===== src/rtl/bp_cfg_loader_pkg.sv =====
// -----------------------------------------------------------------------------
// bp_cfg_loader_pkg
//
// Shared config-link definitions used by the boot-time config loader.
//   - Config register address map (tile-local register offsets).
//   - Loader FSM state encoding.
//   - Single-beat config write record {addr, data}.
//   - Helpers that map a loader state to the write it issues.
// -----------------------------------------------------------------------------
package bp_cfg_loader_pkg;

    // Config-link register map
    localparam logic [15:0] cfg_addr_clk_osc_gp     = 16'h0000;
    localparam logic [15:0] cfg_addr_reset_gp       = 16'h0001;
    localparam logic [15:0] cfg_addr_freeze_gp      = 16'h0002;
    localparam logic [15:0] cfg_addr_start_pc_lo_gp = 16'h0040;
    localparam logic [15:0] cfg_addr_start_pc_hi_gp = 16'h0041;
    localparam logic [15:0] cfg_addr_cce_mode_gp    = 16'h0060;
    localparam logic [15:0] cfg_addr_ucode_base_gp  = 16'h8000;

    // Base of the config space in the global address map
    localparam logic [31:0] cfg_base_addr_gp        = 32'h0100_0000;

    typedef enum logic [3:0] {
        e_cfg_idle,
        e_cfg_freeze,
        e_cfg_rst_hi,
        e_cfg_rst_lo,
        e_cfg_pc_lo,
        e_cfg_pc_hi,
        e_cfg_mode,
        e_cfg_uc_fetch,
        e_cfg_uc_send,
        e_cfg_unfreeze,
        e_cfg_done
    } bp_cfg_loader_state_e;

    typedef struct packed {
        logic [15:0] addr;
        logic [31:0] data;
    } bp_cfg_write_s;

    // True for every state that presents a write on the config link
    function automatic logic cfg_state_is_write(input bp_cfg_loader_state_e state);
        return state inside {e_cfg_freeze, e_cfg_rst_hi, e_cfg_rst_lo, e_cfg_pc_lo,
                             e_cfg_pc_hi, e_cfg_mode, e_cfg_uc_send, e_cfg_unfreeze};
    endfunction

    // Fixed address/data for each write state. For the ucode window only the
    // address is meaningful here; the data comes from the ROM capture path.
    function automatic bp_cfg_write_s cfg_write_for(
        input bp_cfg_loader_state_e state,
        input logic [11:0]          ucode_idx,
        input logic [63:0]          start_pc,
        input logic [31:0]          cce_mode
    );
        bp_cfg_write_s wr;
        wr.addr = 16'h0000;
        wr.data = 32'h0000_0000;
        case (state)
            e_cfg_freeze: begin
                wr.addr = cfg_addr_freeze_gp;
                wr.data = 32'd1;
            end
            e_cfg_rst_hi: begin
                wr.addr = cfg_addr_reset_gp;
                wr.data = 32'd1;
            end
            e_cfg_rst_lo: begin
                wr.addr = cfg_addr_reset_gp;
                wr.data = 32'd0;
            end
            e_cfg_pc_lo: begin
                wr.addr = cfg_addr_start_pc_lo_gp;
                wr.data = start_pc[31:0];
            end
            e_cfg_pc_hi: begin
                wr.addr = cfg_addr_start_pc_hi_gp;
                wr.data = start_pc[63:32];
            end
            e_cfg_mode: begin
                wr.addr = cfg_addr_cce_mode_gp;
                wr.data = cce_mode;
            end
            e_cfg_uc_send: begin
                wr.addr = cfg_addr_ucode_base_gp | {4'h0, ucode_idx};
            end
            e_cfg_unfreeze: begin
                wr.addr = cfg_addr_freeze_gp;
                wr.data = 32'd0;
            end
            default: begin
                wr.addr = 16'h0000;
                wr.data = 32'h0000_0000;
            end
        endcase
        return wr;
    endfunction

endpackage


===== src/rtl/bp_cfg_loader.sv =====
// -----------------------------------------------------------------------------
// bp_cfg_loader
//
// Boot-time sequencer driving the config link with single-beat register
// writes: freeze tile, pulse reset, program start PC and CCE mode, stream CCE
// microcode from a synchronous ROM into the ucode window, then unfreeze.
//
// Ports:
//   clk_i, reset_i        clock, synchronous active-high reset
//   start_i               begin a boot sequence (honoured in IDLE/DONE only)
//   start_pc_i            64-bit boot PC, sampled on the accepted start
//   cce_mode_i            CCE mode word, sampled on the accepted start
//   cfg_v_o/addr_o/data_o config write; accepted when cfg_v_o & cfg_ready_i
//   cfg_ready_i           config link ready
//   ucode_r_v_o/addr_o    ROM read strobe and word address
//   ucode_data_i          ROM data, valid one cycle after ucode_r_v_o
//   busy_o                sequence in progress
//   done_o                level, set on final write, cleared by next start
// -----------------------------------------------------------------------------
module bp_cfg_loader
    import bp_cfg_loader_pkg::*;
#(
    parameter int cfg_addr_width_p   = 16,
    parameter int cfg_data_width_p   = 32,
    parameter int ucode_els_p        = 256,
    parameter int ucode_addr_width_p = 12
) (
    input  logic                          clk_i,
    input  logic                          reset_i,

    input  logic                          start_i,
    input  logic [63:0]                   start_pc_i,
    input  logic [31:0]                   cce_mode_i,

    output logic                          cfg_v_o,
    output logic [cfg_addr_width_p-1:0]   cfg_addr_o,
    output logic [cfg_data_width_p-1:0]   cfg_data_o,
    input  logic                          cfg_ready_i,

    output logic                          ucode_r_v_o,
    output logic [ucode_addr_width_p-1:0] ucode_addr_o,
    input  logic [cfg_data_width_p-1:0]   ucode_data_i,

    output logic                          busy_o,
    output logic                          done_o
);

    // Guard the zero-length case so the last-index constant stays in range
    localparam int ucode_last_lp = (ucode_els_p > 0) ? ucode_els_p - 1 : 0;
    localparam logic [ucode_addr_width_p-1:0] ucode_last_idx_lp =
        ucode_addr_width_p'(ucode_last_lp);

    bp_cfg_loader_state_e          state_r, state_n;
    logic [ucode_addr_width_p-1:0] counter_r, counter_n;
    logic [63:0]                   start_pc_r;
    logic [31:0]                   cce_mode_r;
    logic [cfg_data_width_p-1:0]   data_r;
    logic                          uc_first_r;
    logic                          fire;
    logic                          start_accept;
    bp_cfg_write_s                 wr_n;

    always_comb begin
        fire         = cfg_v_o & cfg_ready_i;
        start_accept = start_i & ((state_r == e_cfg_idle) || (state_r == e_cfg_done));
        state_n      = state_r;
        counter_n    = counter_r;

        case (state_r)
            e_cfg_idle, e_cfg_done: if (start_accept) state_n = e_cfg_freeze;
            e_cfg_freeze:           if (fire) state_n = e_cfg_rst_hi;
            e_cfg_rst_hi:           if (fire) state_n = e_cfg_rst_lo;
            e_cfg_rst_lo:           if (fire) state_n = e_cfg_pc_lo;
            e_cfg_pc_lo:            if (fire) state_n = e_cfg_pc_hi;
            e_cfg_pc_hi:            if (fire) state_n = e_cfg_mode;
            e_cfg_mode: begin
                if (fire) state_n = (ucode_els_p > 0) ? e_cfg_uc_fetch : e_cfg_unfreeze;
            end
            e_cfg_uc_fetch:         state_n = e_cfg_uc_send;
            e_cfg_uc_send: begin
                if (fire) begin
                    if (counter_r == ucode_last_idx_lp) begin
                        state_n   = e_cfg_unfreeze;
                        counter_n = '0;
                    end else begin
                        state_n   = e_cfg_uc_fetch;
                        counter_n = counter_r + ucode_addr_width_p'(1);
                    end
                end
            end
            e_cfg_unfreeze:         if (fire) state_n = e_cfg_done;
            default:                state_n = e_cfg_idle;
        endcase

        // The write for the state being entered is precomputed so the
        // address/valid outputs can be registered.
        wr_n = cfg_write_for(state_n, 12'(counter_n), start_pc_r, cce_mode_r);
    end

    // Control state and registered outputs
    always_ff @(posedge clk_i) begin
        if (reset_i) begin
            state_r      <= e_cfg_idle;
            counter_r    <= '0;
            cfg_v_o      <= 1'b0;
            cfg_addr_o   <= '0;
            ucode_r_v_o  <= 1'b0;
            ucode_addr_o <= '0;
            busy_o       <= 1'b0;
            done_o       <= 1'b0;
            uc_first_r   <= 1'b0;
        end else begin
            state_r      <= state_n;
            counter_r    <= counter_n;
            cfg_v_o      <= cfg_state_is_write(state_n);
            cfg_addr_o   <= cfg_addr_width_p'(wr_n.addr);
            ucode_r_v_o  <= (state_n == e_cfg_uc_fetch);
            ucode_addr_o <= (state_n == e_cfg_uc_fetch) ? counter_n : '0;
            busy_o       <= !((state_n == e_cfg_idle) || (state_n == e_cfg_done));
            done_o       <= (state_n == e_cfg_done);
            // High only on the first UC_SEND cycle, when the ROM word is live
            uc_first_r   <= (state_r == e_cfg_uc_fetch);
        end
    end

    // Data holding registers; output gating keeps them invisible after reset
    always_ff @(posedge clk_i) begin
        if (start_accept) begin
            start_pc_r <= start_pc_i;
            cce_mode_r <= cce_mode_i;
        end
        if (state_n == e_cfg_uc_send) begin
            // Capture the ROM word on the entry cycle; hold it while stalled
            if (uc_first_r) data_r <= ucode_data_i;
        end else begin
            data_r <= cfg_data_width_p'(wr_n.data);
        end
    end

    // On the UC_SEND entry cycle the ROM word bypasses the holding register
    // so a write can complete in that same cycle.
    always_comb begin
        cfg_data_o = '0;
        if (cfg_v_o) cfg_data_o = uc_first_r ? ucode_data_i : data_r;
    end

endmodule


===== config.mk =====
export PLATFORM = sky130hd
export DESIGN_NAME = bp_cfg_loader
export DESIGN_NICKNAME = d
export VERILOG_FILES = /design/src/rtl/bp_cfg_loader_pkg.sv /design/src/rtl/bp_cfg_loader.sv
export SDC_FILE = /design/constraint.sdc
export NUM_CORES = 1
export LEC_CHECK = 0
export BUFFER_PORTS_ARGS = -buffer_cell sky130_fd_sc_hd__buf_4
export CORE_UTILIZATION = 50
export DETAILED_ROUTE_END_ITERATION = 6
export PLACE_DENSITY = 0.77
export SKIP_CTS_REPAIR_TIMING = 1
export SLEW_MARGIN = 20
export SYNTH_ARGS = -nofsm -noshare
export SYNTH_HDL_FRONTEND = slang
export SYNTH_SLANG_ARGS = --single-unit
export TNS_END_PERCENT = 20

===== constraint.sdc =====
create_clock -name clk_i -period 14.9 [get_ports clk_i]
set_clock_uncertainty 0.1 [all_clocks]
set_input_delay 1.49 -clock clk_i [delete_from_list [all_inputs] [get_ports clk_i]]
set_output_delay 1.49 -clock clk_i [all_outputs]
set_load 0.02 [all_outputs]

==> impl_results.html, run 1 <==
<table>
<tr><th>Metric</th><th>Value</th></tr>
<tr><th colspan="2">Setup path</th></tr>
<tr><td>Cells traversed along the worst timing path</td><td>buf_4 &gt; mux2_2 &gt; and2_1 &gt; buf_4</td></tr>
<tr><td>Crit path capture type</td><td>primary output</td></tr>
<tr><td>Startpoint-to-endpoint class of the critical path</td><td>input pin to primary output</td></tr>
<tr><td>Category of cells accounting for the largest share of critical-path delay</td><td>buffers and inverters</td></tr>
<tr><td>Largest fanout on the critical path</td><td>2</td></tr>
<tr><td>Cell with the most instances on the worst path</td><td>sky130_fd_sc_hd__buf_4</td></tr>
<tr><td>Slowest stage cell on the critical path</td><td>sky130_fd_sc_hd__mux2_2</td></tr>
<tr><td>Total number of cells along the worst setup path</td><td>4</td></tr>
<tr><td>Number of cell instances on the worst register-to-register path</td><td>6</td></tr>
<tr><td>Bufs and invs on worst path</td><td>2</td></tr>
<tr><td>Type of origin of the critical path</td><td>input pin</td></tr>
<tr><td>Data arrival time of the critical path</td><td>2220 ps</td></tr>
<tr><td>Highest cell delay on the worst timing path</td><td>270 ps</td></tr>
<tr><td>Critical path required time</td><td>13,310 ps</td></tr>
<tr><th colspan="2">Timing</th></tr>
<tr><td>Final critical delay including setup and external delays</td><td>3810 ps</td></tr>
<tr><td>RSZ-0062 raised after global routing</td><td>false</td></tr>
<tr><td>Transition time at the pin with the least slew margin</td><td>1020 ps</td></tr>
<tr><td>Worst-case hold slack</td><td>370 ps</td></tr>
<tr><td>Post-route fraction of the period consumed by the critical path</td><td>0.255</td></tr>
<tr><td>Setup TNS</td><td>0 ps</td></tr>
<tr><td>Final Hold Violating Endpoints</td><td>0</td></tr>
<tr><td>Slew margin rel.</td><td>0.323</td></tr>
<tr><td>Finish-stage setup viols</td><td>0</td></tr>
<tr><td>Peak clock frequency supported by timing</td><td>263 MHz</td></tr>
<tr><td>Final Max Slew Viols</td><td>0</td></tr>
<tr><th colspan="2">Logic synthesis</th></tr>
<tr><td>Number of synthesized flops with an enable pin</td><td>96</td></tr>
<tr><td>Share of synthesized flip-flops with an asynchronous set or reset</td><td>0</td></tr>
<tr><td>Syn. warnings</td><td>0</td></tr>
<tr><td>Flip-flop and latch count after synthesis</td><td>174</td></tr>
<tr><td>Mean Syn Cell Area</td><td>12.5 sq um</td></tr>
<tr><td>Sequential-to-total area share from yosys stat</td><td>0.639</td></tr>
<tr><td>Most used flip-flop cell after synthesis</td><td>sky130_fd_sc_hd__edfxtp_1</td></tr>
<tr><td>Synth unique cells</td><td>62</td></tr>
<tr><td>Cell count after synthesis</td><td>557</td></tr>
<tr><td>Cell area after synthesis</td><td>0.00696 sq mm</td></tr>
<tr><th colspan="2">Global route</th></tr>
<tr><td>Global Route Usage Sum</td><td>0.229</td></tr>
<tr><td>Wire length of the first global-routing pass</td><td>24,800 microns</td></tr>
<tr><td>Via count of the first global-routing pass</td><td>5,017</td></tr>
<tr><td>Initial antenna violation count</td><td>0</td></tr>
<tr><td>Maximum number of pins on one net before global-route repair</td><td>81</td></tr>
<tr><td>Remaining global-route overflow</td><td>0</td></tr>
<tr><th colspan="2">Power and ir drop</th></tr>
<tr><td>Total design power</td><td>1.07 mW</td></tr>
<tr><td>Leak pwr</td><td>3.74 nW</td></tr>
<tr><td>Power Dens Cells</td><td>118 mW/mm^2</td></tr>
<tr><td>Worst IR Drop VDD</td><td>0.0000796 V</td></tr>
<tr><th colspan="2">Clock tree</th></tr>
<tr><td>Clock latency at the later pin of the worst-skew pair</td><td>420 ps</td></tr>
<tr><td>H-tree Lvls</td><td>4</td></tr>
<tr><td>Buffers from clock root to sink, at most</td><td>2</td></tr>
<tr><td>Number of clock sinks</td><td>174</td></tr>
<tr><td>Clock root buffer master</td><td>sky130_fd_sc_hd__clkbuf_16</td></tr>
<tr><td>Number of buffers created by CTS</td><td>17</td></tr>
<tr><td>TritonCTS clock tree</td><td>yes</td></tr>
<tr><td>CTS clk-pin slew, worst paths</td><td>60 ps</td></tr>
<tr><th colspan="2">Routing</th></tr>
<tr><td>Initial DRT Pass Iterations</td><td>5</td></tr>
<tr><td>Detailed Route Iter0 Violations</td><td>368</td></tr>
<tr><td>Number of nets with antenna violations after detailed routing</td><td>0</td></tr>
<tr><td>Remaining DRCs</td><td>0</td></tr>
<tr><td>Total number of vias</td><td>4,900</td></tr>
<tr><td>WL per Instance</td><td>17.3 microns</td></tr>
<tr><td>Via density per instance</td><td>5.30</td></tr>
<tr><td>Total length of routed wires</td><td>16,000 microns</td></tr>
<tr><th colspan="2">Layout</th></tr>
<tr><td>Number of nets in the layout</td><td>869</td></tr>
<tr><td>Antenna cell count</td><td>0</td></tr>
<tr><td>Final Core Density</td><td>0.679</td></tr>
<tr><td>Design area</td><td>0.00910 sq mm</td></tr>
<tr><td>Fraction of layout instances using a drive strength above 1</td><td>0.379</td></tr>
<tr><td>Growth of design area from synthesis to finish</td><td>30.8%</td></tr>
<tr><th colspan="2">Placement</th></tr>
<tr><td>Number of buffer cells added on primary ports</td><td>192</td></tr>
<tr><td>Placed inst area</td><td>0.00850 sq mm</td></tr>
<tr><td>Global placer's final weighted congestion</td><td>0.874</td></tr>
<tr><td>HPWL after DPL</td><td>10,900 microns</td></tr>
<tr><th colspan="2">Floorplanning</th></tr>
<tr><td>Effective utilization at floorplan</td><td>0.519</td></tr>
<tr><td>Die width</td><td>120 microns</td></tr>
<tr><td>Area of the die</td><td>0.0144 sq mm</td></tr>
<tr><td>Floorplan Core Area</td><td>0.0134 sq mm</td></tr>
<tr><td>Total number of placement rows</td><td>42</td></tr>
<tr><td>Die height</td><td>120 microns</td></tr>
<tr><td>Num ports</td><td>196</td></tr>
<tr><th colspan="2">Outcome</th></tr>
<tr><td>Status</td><td>finished clean</td></tr>
<tr><th colspan="2">Worst hold path</th></tr>
<tr><td>Min-Delay Path Class</td><td>register to register</td></tr>
<tr><td>Worst hold stages</td><td>1</td></tr>
<tr><th colspan="2">Run</th></tr>
<tr><td>Maxcap violations</td><td>0</td></tr>
</table>
[cell usage after synthesis (2+ instances only)]
cell type	count	area share
sky130_fd_sc_hd__mux2i_1	4	0.0058
sky130_fd_sc_hd__nor3_1	10	0.0072
sky130_fd_sc_hd__and3_1	6	0.0054
sky130_fd_sc_hd__xnor2_1	2	0.0025
sky130_fd_sc_hd__inv_1	4	0.0022
sky130_fd_sc_hd__and2_1	34	0.031
sky130_fd_sc_hd__xor2_1	7	0.0088
sky130_fd_sc_hd__nand2_1	70	0.038
sky130_fd_sc_hd__nor3_2	7	0.010
sky130_fd_sc_hd__a21oi_1	37	0.027
sky130_fd_sc_hd__nand3b_1	3	0.0032
sky130_fd_sc_hd__nor2_1	32	0.017
sky130_fd_sc_hd__a221o_1	31	0.045
sky130_fd_sc_hd__a21boi_0	2	0.0022
sky130_fd_sc_hd__dfxtp_1	78	0.22
sky130_fd_sc_hd__o21a_1	2	0.0022
sky130_fd_sc_hd__nand2b_1	5	0.0045
sky130_fd_sc_hd__nor2b_1	4	0.0036
sky130_fd_sc_hd__buf_6	3	0.0049
sky130_fd_sc_hd__nand3_1	10	0.0072
sky130_fd_sc_hd__o2111ai_1	2	0.0025
sky130_fd_sc_hd__nor3b_1	2	0.0022
sky130_fd_sc_hd__edfxtp_1	96	0.41
sky130_fd_sc_hd__or2_1	2	0.0018
sky130_fd_sc_hd__buf_2	15	0.011
sky130_fd_sc_hd__clkbuf_1	13	0.0070
sky130_fd_sc_hd__o21ai_1	2	0.0014
sky130_fd_sc_hd__buf_4	7	0.0076
sky130_fd_sc_hd__nand4_1	2	0.0018
sky130_fd_sc_hd__o21ai_0	2	0.0014
sky130_fd_sc_hd__a2bb2oi_1	2	0.0025
sky130_fd_sc_hd__mux2_2	31	0.050
[per-layer routing]
layer,vias up,wire length (microns),global-route usage
met2,184,8460,0.392
met3,24,1000,0.0528
met5,-,0,0
met1,2310,6200,0.270
li1,2382,-,-
met4,0,314,0.109
[power by group]
| group | leakage [nW] | switching [mW] | internal, mW |
|---|---|---|---|
| clock network | 0.297 | 0.179 | 0.259 |
| registers | 1.54 | 0.0122 | 0.538 |
| logic | 1.90 | 0.0478 | 0.0371 |
[stage by stage]
step | setup WS [ps] | cells
2_1_floorplan | 2820 | 559
3_3_place_gp | 10630 | 891
3_5_place_dp | 10760 | 893
4_1_cts | 11090 | 925
5_1_grt | 11000 | 925
6_report | 11090 | 925
[logic make-up after synthesis]
logic type,count (synthesis),synth area share
other,1,0.000539
buffers and inverters,43,0.0329
flip-flops,174,0.639
multiplexers,35,0.0559
XOR/XNOR,9,0.0113
AND/OR/NAND/NOR,198,0.149
adder cells (fa/ha/maj),2,0.00324
AO/OA/AOI/OAI,95,0.108
[registers in the layout, indices dropped and copies added (netlist names)]
| signal | count |
|---|---|
| state_r | 4 |
| cce_mode_r | 32 |
| busy_o | 1 |
| ucode_addr_o | 12 |
| done_o | 1 |
| ucode_r_v_o | 1 |
| data_r | 32 |
| cfg_v_o | 1 |
| uc_first_r | 1 |
| start_pc_r | 64 |
| counter_r | 12 |
| cfg_addr_o | 13 |
[worst paths after layout]
path | to | from | slack, ps
min | data_r[8] | cce_mode_r[8] | 370
max reg2reg | data_r[20] | cfg_v_o | 11500
max | cfg_data_o[27] | ucode_data_i[27] | 11090
min reg2reg | data_r[8] | cce_mode_r[8] | 370
[layout make-up]
class | count | area, sq um
fill | 972 | 4300
tap | 176 | 220
multi-input combinational | 342 | 2320
clock inverter | 11 | 98.8
inverter | 4 | 15.0
timing repair buffer | 197 | 1490
clock buffer | 21 | 503
sequential | 174 | 4450
[worst register-to-register path, cell delays in order, from the launching register on]
cell                       delay, ps
sky130_fd_sc_hd__dfxtp_2         760
sky130_fd_sc_hd__nand3_1         170
sky130_fd_sc_hd__a211oi_1        560
sky130_fd_sc_hd__o41a_2          840
sky130_fd_sc_hd__nor3_4          260
sky130_fd_sc_hd__buf_8           240
sky130_fd_sc_hd__a221o_1         350
[layout by cell type (no fill, tap or decap), drive strengths merged, types with 5 or more instances in the layout]
cell type | Yosys | layout
and2 | 34 | 34
inv | 4 | 8
xor2 | 7 | 7
mux2 | 31 | 31
edfxtp | 96 | 96
nand2 | 70 | 70
a21oi | 37 | 37
and3 | 6 | 6
nand3 | 10 | 10
a221o | 31 | 31
buf | 26 | 197
clkbuf | 13 | 21
nor3 | 18 | 18
nand2b | 5 | 5
nor2 | 33 | 33
dfxtp | 78 | 78
(Power assumes the default switching activity.)
==> run 2: changes to the inputs <==
--- a/config.mk
+++ b/config.mk
@@ -5,6 +5,7 @@
 export SDC_FILE = /design/constraint.sdc
 export NUM_CORES = 1
 export LEC_CHECK = 0
+export ABC_AREA = 1
 export BUFFER_PORTS_ARGS = -buffer_cell sky130_fd_sc_hd__buf_4
 export CORE_UTILIZATION = 50
 export DETAILED_ROUTE_END_ITERATION = 6
==> constraint.sdc (replaced) <==
create_clock -name clk_i -period 3.98 [get_ports clk_i]
set_clock_uncertainty 0.1 [all_clocks]
set_input_delay 0.398 -clock clk_i [delete_from_list [all_inputs] [get_ports clk_i]]
set_output_delay 0.398 -clock clk_i [all_outputs]
set_load 0.02 [all_outputs]
==> run 2 against run 1 <==
  * Clock power rose to 3.7 times the previous value
  * Synthesized cell count up 39%
  * Cell count up 24%
  * Die area up 4.7%
  * Sequential share of layout area down 1.3 points
  * Non-clock buffer count unchanged
  * Total power rose to 3.8 times the previous value
  * Register-to-register slack worse by 10000 ps
  * Utilization down 1.3 points
  * Critical endpoint is now data_r[28]
  * Count of clock-buffer cells in the layout down 4
  * Sequential cell count unchanged
==> impl_results.html, run 2 <==
<table>
<tr><th>Metric</th><th>Value</th></tr>
<tr><th colspan="2">Logic synthesis</th></tr>
<tr><td>Top cells by instance count after synthesis</td><td>sky130_fd_sc_hd__nand2_1, sky130_fd_sc_hd__inv_1, sky130_fd_sc_hd__nand4_1, sky130_fd_sc_hd__edfxtp_1, sky130_fd_sc_hd__nor2_1</td></tr>
<tr><td>Synth unique cells</td><td>39</td></tr>
<tr><td>Sequential-to-total area share from yosys stat</td><td>0.610</td></tr>
<tr><td>Cell type with the highest aggregate area in the netlist</td><td>sky130_fd_sc_hd__edfxtp_1</td></tr>
<tr><td>Number of synthesized flops with an enable pin</td><td>96</td></tr>
<tr><td>Share of the synthesized area in the top cell type</td><td>0.396</td></tr>
<tr><td>Most area-consuming cells after synthesis</td><td>sky130_fd_sc_hd__edfxtp_1, sky130_fd_sc_hd__dfxtp_1, sky130_fd_sc_hd__nand4_1</td></tr>
<tr><td>Syn. warnings</td><td>0</td></tr>
<tr><td>Cell count after synthesis</td><td>777</td></tr>
<tr><td>Cell area after synthesis</td><td>0.00729 sq mm</td></tr>
<tr><td>Share of synthesized flip-flops with an asynchronous set or reset</td><td>0</td></tr>
<tr><td>Cell with the most instances after synthesis</td><td>sky130_fd_sc_hd__nand2_1</td></tr>
<tr><td>Flip-flop and latch count after synthesis</td><td>174</td></tr>
<tr><td>Mean Syn Cell Area</td><td>9.38 sq um</td></tr>
<tr><td>Most used flip-flop cell after synthesis</td><td>sky130_fd_sc_hd__edfxtp_1</td></tr>
<tr><th colspan="2">Power and ir drop</th></tr>
<tr><td>Share of total power consumed by net switching</td><td>0.249</td></tr>
<tr><td>Leak pwr</td><td>4.14 nW</td></tr>
<tr><td>Proportion of power drawn by combinational gates</td><td>0.090</td></tr>
<tr><td>Internal power contribution</td><td>3.03 mW</td></tr>
<tr><td>Total design power</td><td>4.03 mW</td></tr>
<tr><td>Power Dens Cells</td><td>431 mW/mm^2</td></tr>
<tr><td>Switching power</td><td>1.00 mW</td></tr>
<tr><td>Proportion of power drawn by flip-flops and latches</td><td>0.508</td></tr>
<tr><td>Worst IR Drop VDD</td><td>0.000317 V</td></tr>
<tr><td>Proportion of power drawn by the clock network</td><td>0.402</td></tr>
<tr><th colspan="2">Timing</th></tr>
<tr><td>Worst-case hold slack</td><td>40.3 ps</td></tr>
<tr><td>Transition time at the pin with the least slew margin</td><td>1070 ps</td></tr>
<tr><td>RSZ-0062 raised after global routing</td><td>false</td></tr>
<tr><td>Setup TNS</td><td>0 ps</td></tr>
<tr><td>Least setup slack across all paths after layout</td><td>1240 ps</td></tr>
<tr><td>Final Max Slew Viols</td><td>0</td></tr>
<tr><td>Final critical delay including setup and external delays</td><td>2740 ps</td></tr>
<tr><td>Final Hold Violating Endpoints</td><td>0</td></tr>
<tr><td>Peak clock frequency supported by timing</td><td>366 MHz</td></tr>
<tr><td>Finish-stage setup viols</td><td>0</td></tr>
<tr><td>Slew margin rel.</td><td>0.286</td></tr>
<tr><td>Post-route fraction of the period consumed by the critical path</td><td>0.687</td></tr>
<tr><th colspan="2">Layout</th></tr>
<tr><td>Antenna cell count</td><td>0</td></tr>
<tr><td>Register name with the most flops</td><td>start_pc_r</td></tr>
<tr><td>Growth of design area from synthesis to finish</td><td>28.3%</td></tr>
<tr><td>Max FFs per register</td><td>64</td></tr>
<tr><td>Most frequent cells in the layout</td><td>sky130_fd_sc_hd__buf_4, sky130_fd_sc_hd__nand2_1, sky130_fd_sc_hd__inv_1, sky130_fd_sc_hd__nand4_1, sky130_fd_sc_hd__edfxtp_1</td></tr>
<tr><td>Largest regs</td><td>start_pc_r (64), cce_mode_r (32), data_r (32)</td></tr>
<tr><td>Number of nets in the layout</td><td>1,083</td></tr>
<tr><td>Final Core Density</td><td>0.666</td></tr>
<tr><td>Fraction of layout instances using a drive strength above 1</td><td>0.271</td></tr>
<tr><td>Most common library cell in the layout ignoring fill and taps</td><td>sky130_fd_sc_hd__buf_4</td></tr>
<tr><th colspan="2">Floorplanning</th></tr>
<tr><td>Area of the die</td><td>0.0151 sq mm</td></tr>
<tr><td>Die width</td><td>123 microns</td></tr>
<tr><td>Num ports</td><td>196</td></tr>
<tr><td>Floorplan Core Area</td><td>0.0140 sq mm</td></tr>
<tr><td>Total number of placement rows</td><td>43</td></tr>
<tr><td>Die height</td><td>123 microns</td></tr>
<tr><td>Effective utilization at floorplan</td><td>0.519</td></tr>
<tr><th colspan="2">Placement</th></tr>
<tr><td>Global placer's final weighted congestion</td><td>0.895</td></tr>
<tr><td>Number of buffer cells added on primary ports</td><td>192</td></tr>
<tr><td>HPWL after DPL</td><td>11,400 microns</td></tr>
<tr><td>Worst slack after detailed placement</td><td>1110 ps</td></tr>
<tr><th colspan="2">Clock tree</th></tr>
<tr><td>Clock latency at the later pin of the worst-skew pair</td><td>430 ps</td></tr>
<tr><td>TritonCTS clock tree</td><td>yes</td></tr>
<tr><td>Number of buffers created by CTS</td><td>17</td></tr>
<tr><td>CTS clk-pin slew, worst paths</td><td>70 ps</td></tr>
<tr><td>H-tree Lvls</td><td>4</td></tr>
<tr><td>Number of clock sinks</td><td>174</td></tr>
<tr><td>Buffers from clock root to sink, at most</td><td>2</td></tr>
<tr><td>Clock root buffer master</td><td>sky130_fd_sc_hd__clkbuf_16</td></tr>
<tr><th colspan="2">Setup path</th></tr>
<tr><td>Slowest stage cell on the critical path</td><td>sky130_fd_sc_hd__nand2_2</td></tr>
<tr><td>Category of cells accounting for the largest share of critical-path delay</td><td>simple AND/OR/NAND/NOR gates</td></tr>
<tr><td>Worst reg2reg path startpoint</td><td>state_r[0]</td></tr>
<tr><td>Cells traversed along the worst timing path</td><td>nor2_1 &gt; nand2_2 &gt; inv_1 &gt; a21oi_1 &gt; nand2_1 &gt; nand2_2 &gt; buf_4 &gt; nand4_1 &gt; nand4_1</td></tr>
<tr><td>Bufs and invs on worst path</td><td>2</td></tr>
<tr><td>Data arrival time of the critical path</td><td>3000 ps</td></tr>
<tr><td>Start point of the critical path</td><td>state_r[0]</td></tr>
<tr><td>Highest cell delay on the worst timing path</td><td>580 ps</td></tr>
<tr><td>Startpoint-to-endpoint class of the critical path</td><td>register to register</td></tr>
<tr><td>Critical path required time</td><td>4240 ps</td></tr>
<tr><td>Type of origin of the critical path</td><td>register</td></tr>
<tr><td>Crit path capture type</td><td>register</td></tr>
<tr><td>Largest fanout on the critical path</td><td>39</td></tr>
<tr><th colspan="2">Global route</th></tr>
<tr><td>Global Route Usage Sum</td><td>0.237</td></tr>
<tr><td>Remaining global-route overflow</td><td>0</td></tr>
<tr><td>Wire length of the first global-routing pass</td><td>26,900 microns</td></tr>
<tr><td>Maximum number of pins on one net before global-route repair</td><td>66</td></tr>
<tr><td>Via count of the first global-routing pass</td><td>5,623</td></tr>
<tr><td>Initial antenna violation count</td><td>0</td></tr>
<tr><th colspan="2">Outcome</th></tr>
<tr><td>Status</td><td>finished clean</td></tr>
<tr><th colspan="2">Routing</th></tr>
<tr><td>Remaining DRCs</td><td>0</td></tr>
<tr><td>Detailed Route Iter0 Violations</td><td>432</td></tr>
<tr><td>Via density per instance</td><td>5.18</td></tr>
<tr><td>Number of nets with antenna violations after detailed routing</td><td>0</td></tr>
<tr><td>Initial DRT Pass Iterations</td><td>4</td></tr>
<tr><td>Total number of vias</td><td>5,917</td></tr>
<tr><td>WL per Instance</td><td>15.0 microns</td></tr>
<tr><td>Total length of routed wires</td><td>17,200 microns</td></tr>
<tr><th colspan="2">Worst hold path</th></tr>
<tr><td>HP Start</td><td>start_pc_i[4]</td></tr>
<tr><td>Min-Delay Path Class</td><td>input pin to register</td></tr>
<tr><th colspan="2">Run</th></tr>
<tr><td>Maxcap violations</td><td>0</td></tr>
</table>
-- run 2: worst reg2reg max path: stages, from the launching register on --
cell,delay [ps]
sky130_fd_sc_hd__dfxtp_1,490
sky130_fd_sc_hd__nor2_1,150
sky130_fd_sc_hd__nand2_2,150
sky130_fd_sc_hd__inv_1,170
sky130_fd_sc_hd__a21oi_1,180
sky130_fd_sc_hd__nand2_1,110
sky130_fd_sc_hd__nand2_2,580
sky130_fd_sc_hd__buf_4,430
sky130_fd_sc_hd__nand4_1,170
sky130_fd_sc_hd__nand4_1,140
-- run 2: path summary, 6_finish.rpt --
path | slack [ps] | cells after the start | endpoint
worst min-delay path | 40 | 1 | start_pc_r[4]
worst max-delay path | 1240 | 9 | data_r[28]
worst min register to register | 350 | 2 | data_r[31]
worst max register to register | 1240 | 9 | data_r[28]
-- run 2: cells by family (layout without fill, tap and decap cells) --
group,count (synthesis),in the layout,share of synthesized area
fa+ha+maj,1,1,0.00172
simple gates,384,384,0.248
xor+xnor,5,5,0.00601
other cells,1,3,0.000515
buf+inv,157,341,0.0932
flops,174,174,0.610
compound gates,55,55,0.0409
-- run 2: power groups by stage --
stage          clock [mW]  sequential (mW)  combinational [mW]
2_1_floorplan           0             2.09               0.196
3_3_place_gp            0             2.08               0.357
3_5_place_dp            0             2.09               0.360
4_1_cts              1.64             2.05               0.362
5_1_grt              1.72             2.05               0.393
6_report             1.62             2.05               0.361
-- run 2: layout make-up --
| cell class | count | area, sq um |
|---|---|---|
| clock buffers | 17 | 425 |
| clock inverters | 15 | 156 |
| fillers | 1100 | 4690 |
| inverters | 112 | 423 |
| multi-input cells | 448 | 2190 |
| flip-flops and latches | 174 | 4450 |
| well taps | 180 | 225 |
| repair buffers | 197 | 1480 |
-- run 2: metrics by stage --
stage                     area (sq um)  std cells
after CTS                         9350       1143
after global placement            8770       1111
after detailed placement          8770       1111
final                             9350       1143
after global routing              9350       1143
after floorplan                   7300        779
-- run 2: metal layers --
layer / track usage / up-vias / wire length [microns]
li1: - / 2939 / -
met1: 0.292 / 2718 / 7170
met2: 0.394 / 232 / 8500
met3: 0.0646 / 28 / 1130
met4: 0.0892 / 0 / 388
met5: 0 / - / 0
==> run 3: changes to the inputs <==
--- a/config.mk
+++ b/config.mk
@@ -5,7 +5,7 @@
 export SDC_FILE = /design/constraint.sdc
 export NUM_CORES = 1
 export LEC_CHECK = 0
-export ABC_AREA = 1
+export ABC_AREA = 0
 export BUFFER_PORTS_ARGS = -buffer_cell sky130_fd_sc_hd__buf_4
 export CORE_UTILIZATION = 50
 export DETAILED_ROUTE_END_ITERATION = 6
==> constraint.sdc (replaced) <==
create_clock -name clk_i -period 2.7 [get_ports clk_i]
set_clock_uncertainty 0.1 [all_clocks]
set_input_delay 0.27 -clock clk_i [delete_from_list [all_inputs] [get_ports clk_i]]
set_output_delay 0.27 -clock clk_i [all_outputs]
set_load 0.02 [all_outputs]
==> run 3 against run 2 <==
  * Clock power increased by 56%
  * Total power increased by 55%
  * Routed wire length increased by 19%
  * Register-to-register slack lost 1200 ps
  * Worst hold slack better by 48 ps
  * Sequential power is 47% higher
  * Non-clock buffer count is 135 higher
  * Utilization rose by 11 points
  * First-iteration DRC count is 6.5% lower
  * Largest cell class unchanged
==> impl_results.html, run 3 (synthesis results as in run 1) <==
<table>
<tr><th>Metric</th><th>Value</th></tr>
<tr><th colspan="2">Outcome</th></tr>
<tr><td>Status</td><td>finished clean</td></tr>
<tr><th colspan="2">Timing</th></tr>
<tr><td>Least setup slack across all paths after layout</td><td>92.7 ps</td></tr>
<tr><td>Peak clock frequency supported by timing</td><td>384 MHz</td></tr>
<tr><td>Transition time at the pin with the least slew margin</td><td>940 ps</td></tr>
<tr><td>Final Max Slew Viols</td><td>0</td></tr>
<tr><td>RSZ-0062 raised after global routing</td><td>false</td></tr>
<tr><td>Post-route fraction of the period consumed by the critical path</td><td>0.966</td></tr>
<tr><td>Final Hold Violating Endpoints</td><td>0</td></tr>
<tr><td>Finish-stage setup viols</td><td>0</td></tr>
<tr><td>Final critical delay including setup and external delays</td><td>2610 ps</td></tr>
<tr><td>Slew margin rel.</td><td>0.370</td></tr>
<tr><th colspan="2">Setup path</th></tr>
<tr><td>Critical path required time</td><td>2910 ps</td></tr>
<tr><td>Data arrival time of the critical path</td><td>2820 ps</td></tr>
<tr><td>Cells traversed along the worst timing path</td><td>buf_4 &gt; maj3_1 &gt; o21ai_1 &gt; o41a_2 &gt; buf_6 &gt; nor3_4 &gt; buf_12 &gt; a221o_1</td></tr>
<tr><td>Number of cell instances on the worst register-to-register path</td><td>8</td></tr>
<tr><td>Slowest stage cell on the critical path</td><td>sky130_fd_sc_hd__dfxtp_1</td></tr>
<tr><td>Largest fanout on the critical path</td><td>41</td></tr>
<tr><td>Bufs and invs on worst path</td><td>3</td></tr>
<tr><td>Highest cell delay on the worst timing path</td><td>380 ps</td></tr>
<tr><td>Category of cells accounting for the largest share of critical-path delay</td><td>compound AO/OA/AOI/OAI gates</td></tr>
<tr><td>Crit path capture type</td><td>register</td></tr>
<tr><td>Startpoint-to-endpoint class of the critical path</td><td>register to register</td></tr>
<tr><td>Type of origin of the critical path</td><td>register</td></tr>
<tr><td>Total number of cells along the worst setup path</td><td>8</td></tr>
<tr><th colspan="2">Floorplanning</th></tr>
<tr><td>Num ports</td><td>196</td></tr>
<tr><td>Floorplan Core Area</td><td>0.0134 sq mm</td></tr>
<tr><td>Area of the die</td><td>0.0144 sq mm</td></tr>
<tr><td>Effective utilization at floorplan</td><td>0.519</td></tr>
<tr><td>Die height</td><td>120 microns</td></tr>
<tr><td>Die width</td><td>120 microns</td></tr>
<tr><td>Total number of placement rows</td><td>42</td></tr>
<tr><th colspan="2">Routing</th></tr>
<tr><td>WL per Instance</td><td>19.3 microns</td></tr>
<tr><td>Number of nets with antenna violations after detailed routing</td><td>0</td></tr>
<tr><td>Total length of routed wires</td><td>20,400 microns</td></tr>
<tr><td>Initial DRT Pass Iterations</td><td>5</td></tr>
<tr><td>Total number of vias</td><td>5,749</td></tr>
<tr><td>Via density per instance</td><td>5.42</td></tr>
<tr><td>Detailed Route Iter0 Violations</td><td>404</td></tr>
<tr><td>Remaining DRCs</td><td>0</td></tr>
<tr><th colspan="2">Global route</th></tr>
<tr><td>Global Route Usage Sum</td><td>0.244</td></tr>
<tr><td>Wire length of the first global-routing pass</td><td>26,700 microns</td></tr>
<tr><td>Initial antenna violation count</td><td>0</td></tr>
<tr><td>Maximum number of pins on one net before global-route repair</td><td>73</td></tr>
<tr><td>Via count of the first global-routing pass</td><td>5,356</td></tr>
<tr><td>Remaining global-route overflow</td><td>0</td></tr>
<tr><th colspan="2">Power and ir drop</th></tr>
<tr><td>Power Dens Cells</td><td>597 mW/mm^2</td></tr>
<tr><td>Worst IR Drop VDD</td><td>0.000471 V</td></tr>
<tr><td>Leak pwr</td><td>4.36 nW</td></tr>
<tr><td>Total design power</td><td>6.22 mW</td></tr>
<tr><th colspan="2">Clock tree</th></tr>
<tr><td>Buffers from clock root to sink, at most</td><td>2</td></tr>
<tr><td>Clock root buffer master</td><td>sky130_fd_sc_hd__clkbuf_16</td></tr>
<tr><td>Clock latency at the later pin of the worst-skew pair</td><td>430 ps</td></tr>
<tr><td>Number of buffers created by CTS</td><td>17</td></tr>
<tr><td>TritonCTS clock tree</td><td>yes</td></tr>
<tr><td>H-tree Lvls</td><td>4</td></tr>
<tr><td>Number of clock sinks</td><td>174</td></tr>
<tr><td>CTS clk-pin slew, worst paths</td><td>70 ps</td></tr>
<tr><th colspan="2">Placement</th></tr>
<tr><td>Worst slack after detailed placement</td><td>-50.3 ps</td></tr>
<tr><td>HPWL after DPL</td><td>11,400 microns</td></tr>
<tr><td>Global placer's final weighted congestion</td><td>0.871</td></tr>
<tr><td>Number of buffer cells added on primary ports</td><td>192</td></tr>
<tr><th colspan="2">Layout</th></tr>
<tr><td>Number of nets in the layout</td><td>1,005</td></tr>
<tr><td>Growth of design area from synthesis to finish</td><td>50.0%</td></tr>
<tr><td>Fraction of layout instances using a drive strength above 1</td><td>0.367</td></tr>
<tr><td>Register name with the most flops</td><td>start_pc_r</td></tr>
<tr><td>Most common library cell in the layout ignoring fill and taps</td><td>sky130_fd_sc_hd__buf_4</td></tr>
<tr><td>Max FFs per register</td><td>64</td></tr>
<tr><td>Antenna cell count</td><td>0</td></tr>
<tr><td>Most frequent cells in the layout</td><td>sky130_fd_sc_hd__buf_4, sky130_fd_sc_hd__edfxtp_1, sky130_fd_sc_hd__dlygate4sd3_1</td></tr>
<tr><td>Largest regs</td><td>start_pc_r (64), cce_mode_r (32), data_r (32)</td></tr>
<tr><th colspan="2">Worst hold path</th></tr>
<tr><td>Min-Delay Path Class</td><td>input pin to register</td></tr>
<tr><td>Worst hold stages</td><td>2</td></tr>
<tr><th colspan="2">Run</th></tr>
<tr><td>Maxcap violations</td><td>0</td></tr>
</table>
==> run 3: changes by cell type in the layout (fill, tap and decap cells not counted), moves of 10 or more <==
cell,delta
sky130_fd_sc_hd__nand4_1,-98
sky130_fd_sc_hd__dlygate4sd3_1,+96
sky130_fd_sc_hd__inv_1,-96
sky130_fd_sc_hd__nand2_1,-80
sky130_fd_sc_hd__nor2_1,-55
sky130_fd_sc_hd__o21ai_0,-38
sky130_fd_sc_hd__buf_4,+34
sky130_fd_sc_hd__and2_1,+33
sky130_fd_sc_hd__a21oi_1,+31
sky130_fd_sc_hd__a221o_1,+31
sky130_fd_sc_hd__mux2_2,+31
sky130_fd_sc_hd__inv_2,-10
==> run 3: final timing paths <==
check	start	endpoint	slack (ps)
hold reg to reg	cce_mode_r[25]	data_r[25]	370
setup / recovery	state_r[2]	data_r[19]	90
hold / removal	reset_i	cfg_addr_o[0]	90
setup reg to reg	state_r[2]	data_r[19]	90
==> run 3: through the flow <==
| stage | setup TNS [ps] | instances | util | hold slack, ps | cell area [sq um] |
|---|---|---|---|---|---|
| 6_report | 0 | 1061 | 0.778 | 88.0 | 10400 |
| 5_1_grt | 0 | 1061 | 0.778 | 90.2 | 10400 |
| 4_1_cts | -864 | 959 | 0.702 | -99.8 | 9410 |
| 3_5_place_dp | -365 | 927 | 0.657 | 349 | 8800 |
| 3_3_place_gp | -8.68 | 927 | 0.657 | 348 | 8800 |
| 2_1_floorplan | -149030 | 559 | - | 269 | 7000 |
==> run 3: layer usage <==
layer | share of wire | up-vias | global-route usage
li1 | - | 2653 | -
met1 | 0.38 | 2805 | 0.286
met5 | 0 | - | 0
met2 | 0.54 | 245 | 0.413
met3 | 0.057 | 46 | 0.0575
met4 | 0.028 | 0 | 0.129
==> run 3: final cells by class <==
| class | count | area [sq um] |
|---|---|---|
| well taps | 176 | 220 |
| clock inverters | 14 | 151 |
| repair buffers | 332 | 2790 |
| fillers | 784 | 2970 |
| clock buffers | 18 | 450 |
| inverters | 4 | 15.0 |
| multi-input cells | 343 | 2360 |
| flip-flops and latches | 174 | 4450 |
==> run 3: worst reg2reg max path: stages (launching register included) <==
cell and delay [ps]:
sky130_fd_sc_hd__dfxtp_1 380, sky130_fd_sc_hd__buf_4 190, sky130_fd_sc_hd__maj3_1 330, sky130_fd_sc_hd__o21ai_1 160
sky130_fd_sc_hd__o41a_2 270, sky130_fd_sc_hd__buf_6 370, sky130_fd_sc_hd__nor3_4 110, sky130_fd_sc_hd__buf_12 180
sky130_fd_sc_hd__a221o_1 390
==> run 3: where the power goes <==
part	switching [mW]	total, mW	internal, mW
clock	1.09	2.52	1.43
sequential	0.0487	3.02	2.97
combinational	0.350	0.688	0.339
